File: config.mk
export PLATFORM = sky130hd
export DESIGN_NAME = regfile_sb_flat
export DESIGN_NICKNAME = d
export VERILOG_FILES = /design/src/rtl/regfile_sb_pkg.sv /design/src/rtl/regfile_sb_if.sv /design/src/rtl/regfile_sb_scoreboard.sv /design/src/rtl/regfile_sb.sv /design/src/flat_wrapper.sv
export SDC_FILE = /design/constraint.sdc
export NUM_CORES = 2
export LEC_CHECK = 0
export BUFFER_PORTS_ARGS = -buffer_cell sky130_fd_sc_hd__buf_2
export CAP_MARGIN = 20
export CORE_ASPECT_RATIO = 0.8
export CORE_MARGIN = 3
export CORE_UTILIZATION = 55
export CTS_CLUSTER_SIZE = 16
export DETAILED_ROUTE_END_ITERATION = 7
export PLACE_DENSITY = 0.7
export SKIP_LAST_GASP = 1
export SLEW_MARGIN = 15
export SYNTH_ARGS = -nofsm -noshare
export SYNTH_HDL_FRONTEND = slang
export SYNTH_SLANG_ARGS = --single-unit
File: constraint.sdc
create_clock -name clk -period 60.9 [get_ports clk]
set_clock_uncertainty 0.2 [all_clocks]
set_input_delay 12.18 -clock clk [delete_from_list [all_inputs] [get_ports clk]]
set_output_delay 12.18 -clock clk [all_outputs]
set_load 0.05 [all_outputs]
File: src/rtl/regfile_sb_pkg.sv
// -----------------------------------------------------------------------------
// regfile_sb_pkg
// Shared definitions for the multi-port register file with write-pending
// scoreboard: default geometry, word/index typedefs for the default build, and
// width helpers used to size index and counter fields from NREGS.
// -----------------------------------------------------------------------------
package regfile_sb_pkg;

  localparam int XLEN_DEF  = 32;
  localparam int NREGS_DEF = 32;
  localparam int NREAD_DEF = 2;

  localparam int IDXW_DEF  = $clog2(NREGS_DEF);
  localparam int CNTW_DEF  = $clog2(NREGS_DEF + 1);

  typedef logic [IDXW_DEF-1:0] reg_idx_t;
  typedef logic [XLEN_DEF-1:0] xword_t;

  // Width of a register index for an NREGS-entry file
  function automatic int idx_width(input int nregs);
    return $clog2(nregs);
  endfunction

  // Width of a counter that must hold 0..nregs inclusive
  function automatic int cnt_width(input int nregs);
    return $clog2(nregs + 1);
  endfunction

endpackage

File: src/rtl/regfile_sb_if.sv
// -----------------------------------------------------------------------------
// regfile_sb_if
// Decode/writeback-facing bundle of the register file.
//   rd_idx/rd_data/rd_busy : NREAD packed read ports (port i at slice i)
//   wr_en/wr_idx/wr_data   : writeback port
//   issue_en/issue_idx     : destination of an instruction issued this cycle
//   flush                  : squash all pending writes
//   busy_count             : number of registers with a pending write
// master = pipeline side, slave = register file.
// -----------------------------------------------------------------------------
interface regfile_sb_if
  import regfile_sb_pkg::*;
#(
  parameter int XLEN  = XLEN_DEF,
  parameter int NREGS = NREGS_DEF,
  parameter int NREAD = NREAD_DEF
);
  localparam int IDXW = idx_width(NREGS);
  localparam int CNTW = cnt_width(NREGS);

  logic [NREAD*IDXW-1:0] rd_idx;
  logic [NREAD*XLEN-1:0] rd_data;
  logic [NREAD-1:0]      rd_busy;
  logic                  wr_en;
  logic [IDXW-1:0]       wr_idx;
  logic [XLEN-1:0]       wr_data;
  logic                  issue_en;
  logic [IDXW-1:0]       issue_idx;
  logic                  flush;
  logic [CNTW-1:0]       busy_count;

  modport master (
    output rd_idx, wr_en, wr_idx, wr_data, issue_en, issue_idx, flush,
    input  rd_data, rd_busy, busy_count
  );

  modport slave (
    input  rd_idx, wr_en, wr_idx, wr_data, issue_en, issue_idx, flush,
    output rd_data, rd_busy, busy_count
  );

endinterface

File: src/rtl/regfile_sb_scoreboard.sv
// -----------------------------------------------------------------------------
// regfile_sb_scoreboard
// Per-register write-pending bits and their population count.
// Ports:
//   clk, rst            : clock, asynchronous active-high reset
//   wr_en, wr_idx       : writeback retires the pending bit of wr_idx
//   issue_en, issue_idx : a new producer marks issue_idx pending
//   flush               : clears every pending bit
//   busy                : current pending vector (bit 0 always 0)
//   busy_count          : registered number of set bits in busy
// -----------------------------------------------------------------------------
module regfile_sb_scoreboard #(
  parameter int NREGS = 32,
  parameter int IDXW  = 5,
  parameter int CNTW  = 6
) (
  input  logic             clk,
  input  logic             rst,
  input  logic             wr_en,
  input  logic [IDXW-1:0]  wr_idx,
  input  logic             issue_en,
  input  logic [IDXW-1:0]  issue_idx,
  input  logic             flush,
  output logic [NREGS-1:0] busy,
  output logic [CNTW-1:0]  busy_count
);

  logic [NREGS-1:0] busy_r;
  logic [NREGS-1:0] busy_nxt_s;
  logic [CNTW-1:0]  count_r;
  logic [CNTW-1:0]  count_nxt_s;

  // Next pending vector: a same-cycle issue wins over flush and writeback so
  // the newly issued producer is never lost; entry 0 is never pending.
  always_comb begin
    busy_nxt_s = '0;
    for (int r = 1; r < NREGS; r++) begin
      if (issue_en && (issue_idx == IDXW'(r))) begin
        busy_nxt_s[r] = 1'b1;
      end else if (flush) begin
        busy_nxt_s[r] = 1'b0;
      end else if (wr_en && (wr_idx == IDXW'(r))) begin
        busy_nxt_s[r] = 1'b0;
      end else begin
        busy_nxt_s[r] = busy_r[r];
      end
    end
  end

  // Count the next-state vector so the registered count tracks busy_r exactly
  always_comb begin
    count_nxt_s = '0;
    for (int r = 0; r < NREGS; r++) begin
      count_nxt_s = count_nxt_s + CNTW'(busy_nxt_s[r]);
    end
  end

  // Pending vector and count registers
  always_ff @(posedge clk or posedge rst) begin
    if (rst) begin
      busy_r  <= '0;
      count_r <= '0;
    end else begin
      busy_r  <= busy_nxt_s;
      count_r <= count_nxt_s;
    end
  end

  assign busy       = busy_r;
  assign busy_count = count_r;

endmodule

File: src/rtl/regfile_sb.sv
// -----------------------------------------------------------------------------
// regfile_sb
// Multi-port integer register file with a write-pending scoreboard. x0 reads
// as zero and is never busy; reads are combinational; writes land on posedge.
// Ports:
//   clk  : clock
//   rst  : asynchronous active-high reset (clears data and pending state)
//   bus  : regfile_sb_if.slave (read ports, writeback, issue, flush, count)
// Build option:
//   REGFILE_BYPASS_EN - when defined, a read of the register being written in
//   the same cycle returns wr_data and reports not-busy unless the same
//   register is re-issued that cycle. When undefined, reads show stored data
//   and the current pending bit; new data appears one cycle after the write.
// -----------------------------------------------------------------------------
module regfile_sb
  import regfile_sb_pkg::*;
#(
  parameter int XLEN  = XLEN_DEF,
  parameter int NREGS = NREGS_DEF,
  parameter int NREAD = NREAD_DEF
) (
  input logic         clk,
  input logic         rst,
  regfile_sb_if.slave bus
);

  localparam int IDXW = idx_width(NREGS);
  localparam int CNTW = cnt_width(NREGS);

  logic [XLEN-1:0]  regs_r [NREGS];
  logic [NREGS-1:0] busy_s;

  // Register storage; entry 0 is never written and stays zero
  always_ff @(posedge clk or posedge rst) begin
    if (rst) begin
      for (int r = 0; r < NREGS; r++) begin
        regs_r[r] <= '0;
      end
    end else if (bus.wr_en && (bus.wr_idx != '0)) begin
      regs_r[bus.wr_idx] <= bus.wr_data;
    end
  end

  regfile_sb_scoreboard #(
    .NREGS (NREGS),
    .IDXW  (IDXW),
    .CNTW  (CNTW)
  ) u_scoreboard (
    .clk        (clk),
    .rst        (rst),
    .wr_en      (bus.wr_en),
    .wr_idx     (bus.wr_idx),
    .issue_en   (bus.issue_en),
    .issue_idx  (bus.issue_idx),
    .flush      (bus.flush),
    .busy       (busy_s),
    .busy_count (bus.busy_count)
  );

  for (genvar i = 0; i < NREAD; i++) begin : g_rd
    logic [IDXW-1:0] idx_s;
    logic [XLEN-1:0] data_s;
    logic            busy_bit_s;

    assign idx_s = bus.rd_idx[i*IDXW +: IDXW];

    // Read mux; reset is gated in so outputs go to zero without waiting for an edge
    always_comb begin
      data_s     = '0;
      busy_bit_s = 1'b0;
      if (rst || (idx_s == '0)) begin
        data_s     = '0;
        busy_bit_s = 1'b0;
`ifdef REGFILE_BYPASS_EN
      end else if (bus.wr_en && (bus.wr_idx == idx_s)) begin
        // idx_s is non-zero here, so wr_idx is too
        data_s     = bus.wr_data;
        busy_bit_s = bus.issue_en && (bus.issue_idx == idx_s);
`endif
      end else begin
        data_s     = regs_r[idx_s];
        busy_bit_s = busy_s[idx_s];
      end
    end

    assign bus.rd_data[i*XLEN +: XLEN] = data_s;
    assign bus.rd_busy[i]              = busy_bit_s;
  end

endmodule

File: src/flat_wrapper.sv
// flat-port wrapper written by rule: the top's interface ports become plain ports
module regfile_sb_flat import regfile_sb_pkg::*;
#(
  parameter int XLEN  = XLEN_DEF,
  parameter int NREGS = NREGS_DEF,
  parameter int NREAD = NREAD_DEF
)
  (clk, rst, bus_rd_idx, bus_wr_en, bus_wr_idx, bus_wr_data, bus_issue_en, bus_issue_idx, bus_flush, bus_rd_data, bus_rd_busy, bus_busy_count);
  regfile_sb_if #(.XLEN(XLEN), .NREGS(NREGS), .NREAD(NREAD)) bus_i ();
  input logic clk;
  input logic rst;
  input wire logic [$bits(bus_i.rd_idx)-1:0] bus_rd_idx;
  input wire logic [$bits(bus_i.wr_en)-1:0] bus_wr_en;
  input wire logic [$bits(bus_i.wr_idx)-1:0] bus_wr_idx;
  input wire logic [$bits(bus_i.wr_data)-1:0] bus_wr_data;
  input wire logic [$bits(bus_i.issue_en)-1:0] bus_issue_en;
  input wire logic [$bits(bus_i.issue_idx)-1:0] bus_issue_idx;
  input wire logic [$bits(bus_i.flush)-1:0] bus_flush;
  output wire logic [$bits(bus_i.rd_data)-1:0] bus_rd_data;
  output wire logic [$bits(bus_i.rd_busy)-1:0] bus_rd_busy;
  output wire logic [$bits(bus_i.busy_count)-1:0] bus_busy_count;
  assign bus_i.rd_idx = bus_rd_idx;
  assign bus_i.wr_en = bus_wr_en;
  assign bus_i.wr_idx = bus_wr_idx;
  assign bus_i.wr_data = bus_wr_data;
  assign bus_i.issue_en = bus_issue_en;
  assign bus_i.issue_idx = bus_issue_idx;
  assign bus_i.flush = bus_flush;
  assign bus_rd_data = bus_i.rd_data;
  assign bus_rd_busy = bus_i.rd_busy;
  assign bus_busy_count = bus_i.busy_count;
  regfile_sb #(.XLEN(XLEN), .NREGS(NREGS), .NREAD(NREAD)) u_core (.clk(clk), .rst(rst), .bus(bus_i));
endmodule
==> flow_summary.toml <==
[power]
ir_worst_vdd_mv = 0.0298
cellPowerDensity_nw_per_um2 = 33.7
leakage_nw = 27.0

[global_routing]
grt_pass1_vias = 37600
grt_usage_pct = 32.2
grt-ovfl-total = 0
grt_pass1_wl_um = 256000
grt_max_degree = 193
antenna_found_initial = 14

[run]
drv_cap = 0

[drt]
drc = 0
firstDrtPassIters = 6
antenna_left = 0
vias = 35800
drt-total-wl_um = 173000
wire_per_inst_um = 34.2
drtIter0Drc = 4085
via_per_inst = 7.10

[clock_network]
cts_root_buffer = "clkbuf_16"
cts_tree = "done"
cts.sinks = 1061
ctsHtreeMaxLevel = 3
clock_latency_ns = 0.69
cts_resized = 0
cts_hold_buf = 0
max-clock-path-buffers = 3
path_clk_slew_ns = 0.06
cts_buffers = 108
post_cts_buffers = 0

[setup_path]
crit_family = "buffers and inverters"
cpPeakStageDelay_ns = 0.81
critPathLaunchType = "primary input"
cp.required_ns = 48.52
slowest_stage = "buf_4"
crit_buf_inv = 6
cp_common_cell = "buf_4"
end_kind = "output port"
path_max_fanout = 60
critPathKind = "in -> out"
arrival_ns = 16.88
worstPathCellList = "buf_8 -> buf_4 -> buf_4 -> buf_4 -> buf_16 -> mux4_2 -> mux2i_1 -> o22a_1 -> o221ai_1 -> buf_2"

[logic_synthesis]
synth_warnings = 0
synthCells = 3673
synthDistinctLibCells = 53
post_synth.cell_area_avg_sq_um = 15.6
synth_seq_cells = 1061
synth_ff_type = "dfrtp_1"
synth_nets = 3760
ys_seq_area_share_pct = 46.5
syn-cell-area_sq_um = 57100
synth_edf_count = 0
synth-async-reset-ratio_pct = 100

[floorplan]
die_h_um = 294
core_sq_um = 103000
io_pins = 129
die_area_sq_um = 108000
initial_utilization_pct = 55.6
fp-row-count = 105
die_w_um = 366

[sta]
hold_violations = 0
fmaxAchievable_mhz = 34.2
post-route-min-period_ns = 29.26
maxSlewHeadroom_pct = 20.7
tightest_slew_ns = 1.19
grt_setup_unrepaired = "no"
hold_slack_ns = 0.196
setup_tns_ns = 0
slew_viol_final = 0
final.period_utilization_pct = 48.1
setup_viol = 0

[run_status]
outcome = "finished clean"

[placed_design]
dp.final_hpwl_um = 95100
gp_congestion = 0.959
port-buffer-count = 128

[cells_and_area]
mostFrequentLayoutCell = "mux2_2"
nFillCells = 7631
final_nets = 3651
final_cell_mix = "mux2_2 (1090), dfrtp_1 (1061), mux4_2 (526), mux2i_1 (134), buf_2 (122)"
area_delta_synth_final_pct = 9.04
drive_gt1_share_pct = 55.5

[worst_hold_path]
min_path_type = "reg -> reg"
-- Yosys cell counts, drive strengths merged, types with 5 or more instances --
library cell	instances	share of area, %
nor2b	10	0.11
mux2	1090	21
a31oi	32	0.35
o32ai	11	0.17
mux4	526	21
o221ai	32	0.49
dfrtp	1061	46
nand3	26	0.23
mux2i	134	2.3
nand4	7	0.077
o22a	32	0.49
o21ai	19	0.17
clkbuf	182	1.2
ha	7	0.15
nand2b	9	0.099
nor3	7	0.096
nand2	46	0.30
fa	23	0.81
nor2	17	0.12
or2	6	0.066
o21a	10	0.13
a22oi	33	0.43
buf	235	2.3
inv	47	0.31
o22ai	33	0.36
nand4b	5	0.077
-- logic make-up (layout without fill, tap and decap cells) --
| logic type | count (synthesis) | after routing | share of synthesized area, % |
|---|---|---|---|
| multiplexers | 1750 | 1750 | 44.6 |
| flip-flops | 1061 | 1061 | 46.5 |
| buffers and inverters | 465 | 445 | 3.80 |
| AO/OA/AOI/OAI | 221 | 221 | 2.87 |
| AND/OR/NAND/NOR | 143 | 143 | 1.30 |
| adder cells (fa/ha/maj) | 30 | 30 | 0.959 |
| XOR/XNOR | 3 | 3 | 0.0460 |
| other | 0 | 4 | 0 |
-- power by group --
part           internal [mW]  leakage (nW)  total, mW  switching, mW
logic                  0.248          11.5      0.428          0.180
clock network          0.441          1.91      0.735          0.294
registers              0.836          13.6      0.937          0.101
total                   1.53          27.0       2.10          0.574
-- registers in the layout, summed over array words and instances (netlist names) --
register                        count
u_core.u_scoreboard.busy_count      6
u_core.u_scoreboard.busy           31
u_core.regs_r                    1024
-- final cells by class --
type | count | area, sq um | area share [%]
diodes | 4 | 10.0 | 0.0161
clock buffers | 149 | 3070 | 4.92
clock inverters | 50 | 847 | 1.36
inverters | 48 | 188 | 0.301
multi-input cells | 2147 | 28600 | 45.9
flip-flops and latches | 1061 | 26600 | 42.6
well taps | 1391 | 1740 | 2.79
repair buffers | 198 | 1320 | 2.12
-- routing by layer --
metal	routed length [um]	global-route usage, %
met1	70600	45.3
met2	77900	48.5
met3	17000	8.66
met4	7190	12.4
met5	95	0
-- worst paths after layout --
| kind | startpoint | end | slack, ns | depth (start not counted) |
|---|---|---|---|---|
| min in group asynchronous | rst | u_core.u_scoreboard.busy_count[5] | 11.55 | 2 |
| max in group asynchronous | rst | u_core.regs_r[585] | 45.79 | 5 |
| setup reg to reg | u_core.u_scoreboard.busy[6] | u_core.u_scoreboard.busy_count[4] | 55.06 | 17 |
| hold / removal | u_core.regs_r[993] | u_core.regs_r[993] | 0.20 | 0 |
| setup / recovery | bus_rd_idx[0] | bus_rd_data[24] | 31.64 | 10 |
| hold reg to reg | u_core.regs_r[993] | u_core.regs_r[993] | 0.20 | 0 |
-- per-stage QoR --
stage | instance area (sq um) | worst slack, ns | power [mW] | utilization (%) | instances
global placement | 58300 | 31.48 | 1.34 | 56.8 | 4843
CTS | 62300 | 31.38 | 2.10 | 60.6 | 5042
finish | 62300 | 31.64 | 2.10 | 60.7 | 5048
detailed placement | 58300 | 31.39 | 1.37 | 56.8 | 4843
global route | 62300 | 31.32 | 2.18 | 60.6 | 5044
floorplan | 57100 | 9.44 | 1.26 | - | 3673
-- worst register-to-register path: cells and delay by family, from the launching register on --
family / cells / cell delay (ns)
xor gates and xnor gates: 1 / 0.17
and+or+nand+nor: 1 / 0.09
DFF: 1 / 0.40
buffers and inverters: 4 / 0.20
AOI/OAI and AO/OA: 3 / 0.68
adders and majority gates: 8 / 4.00
(Power assumes the default switching activity.)
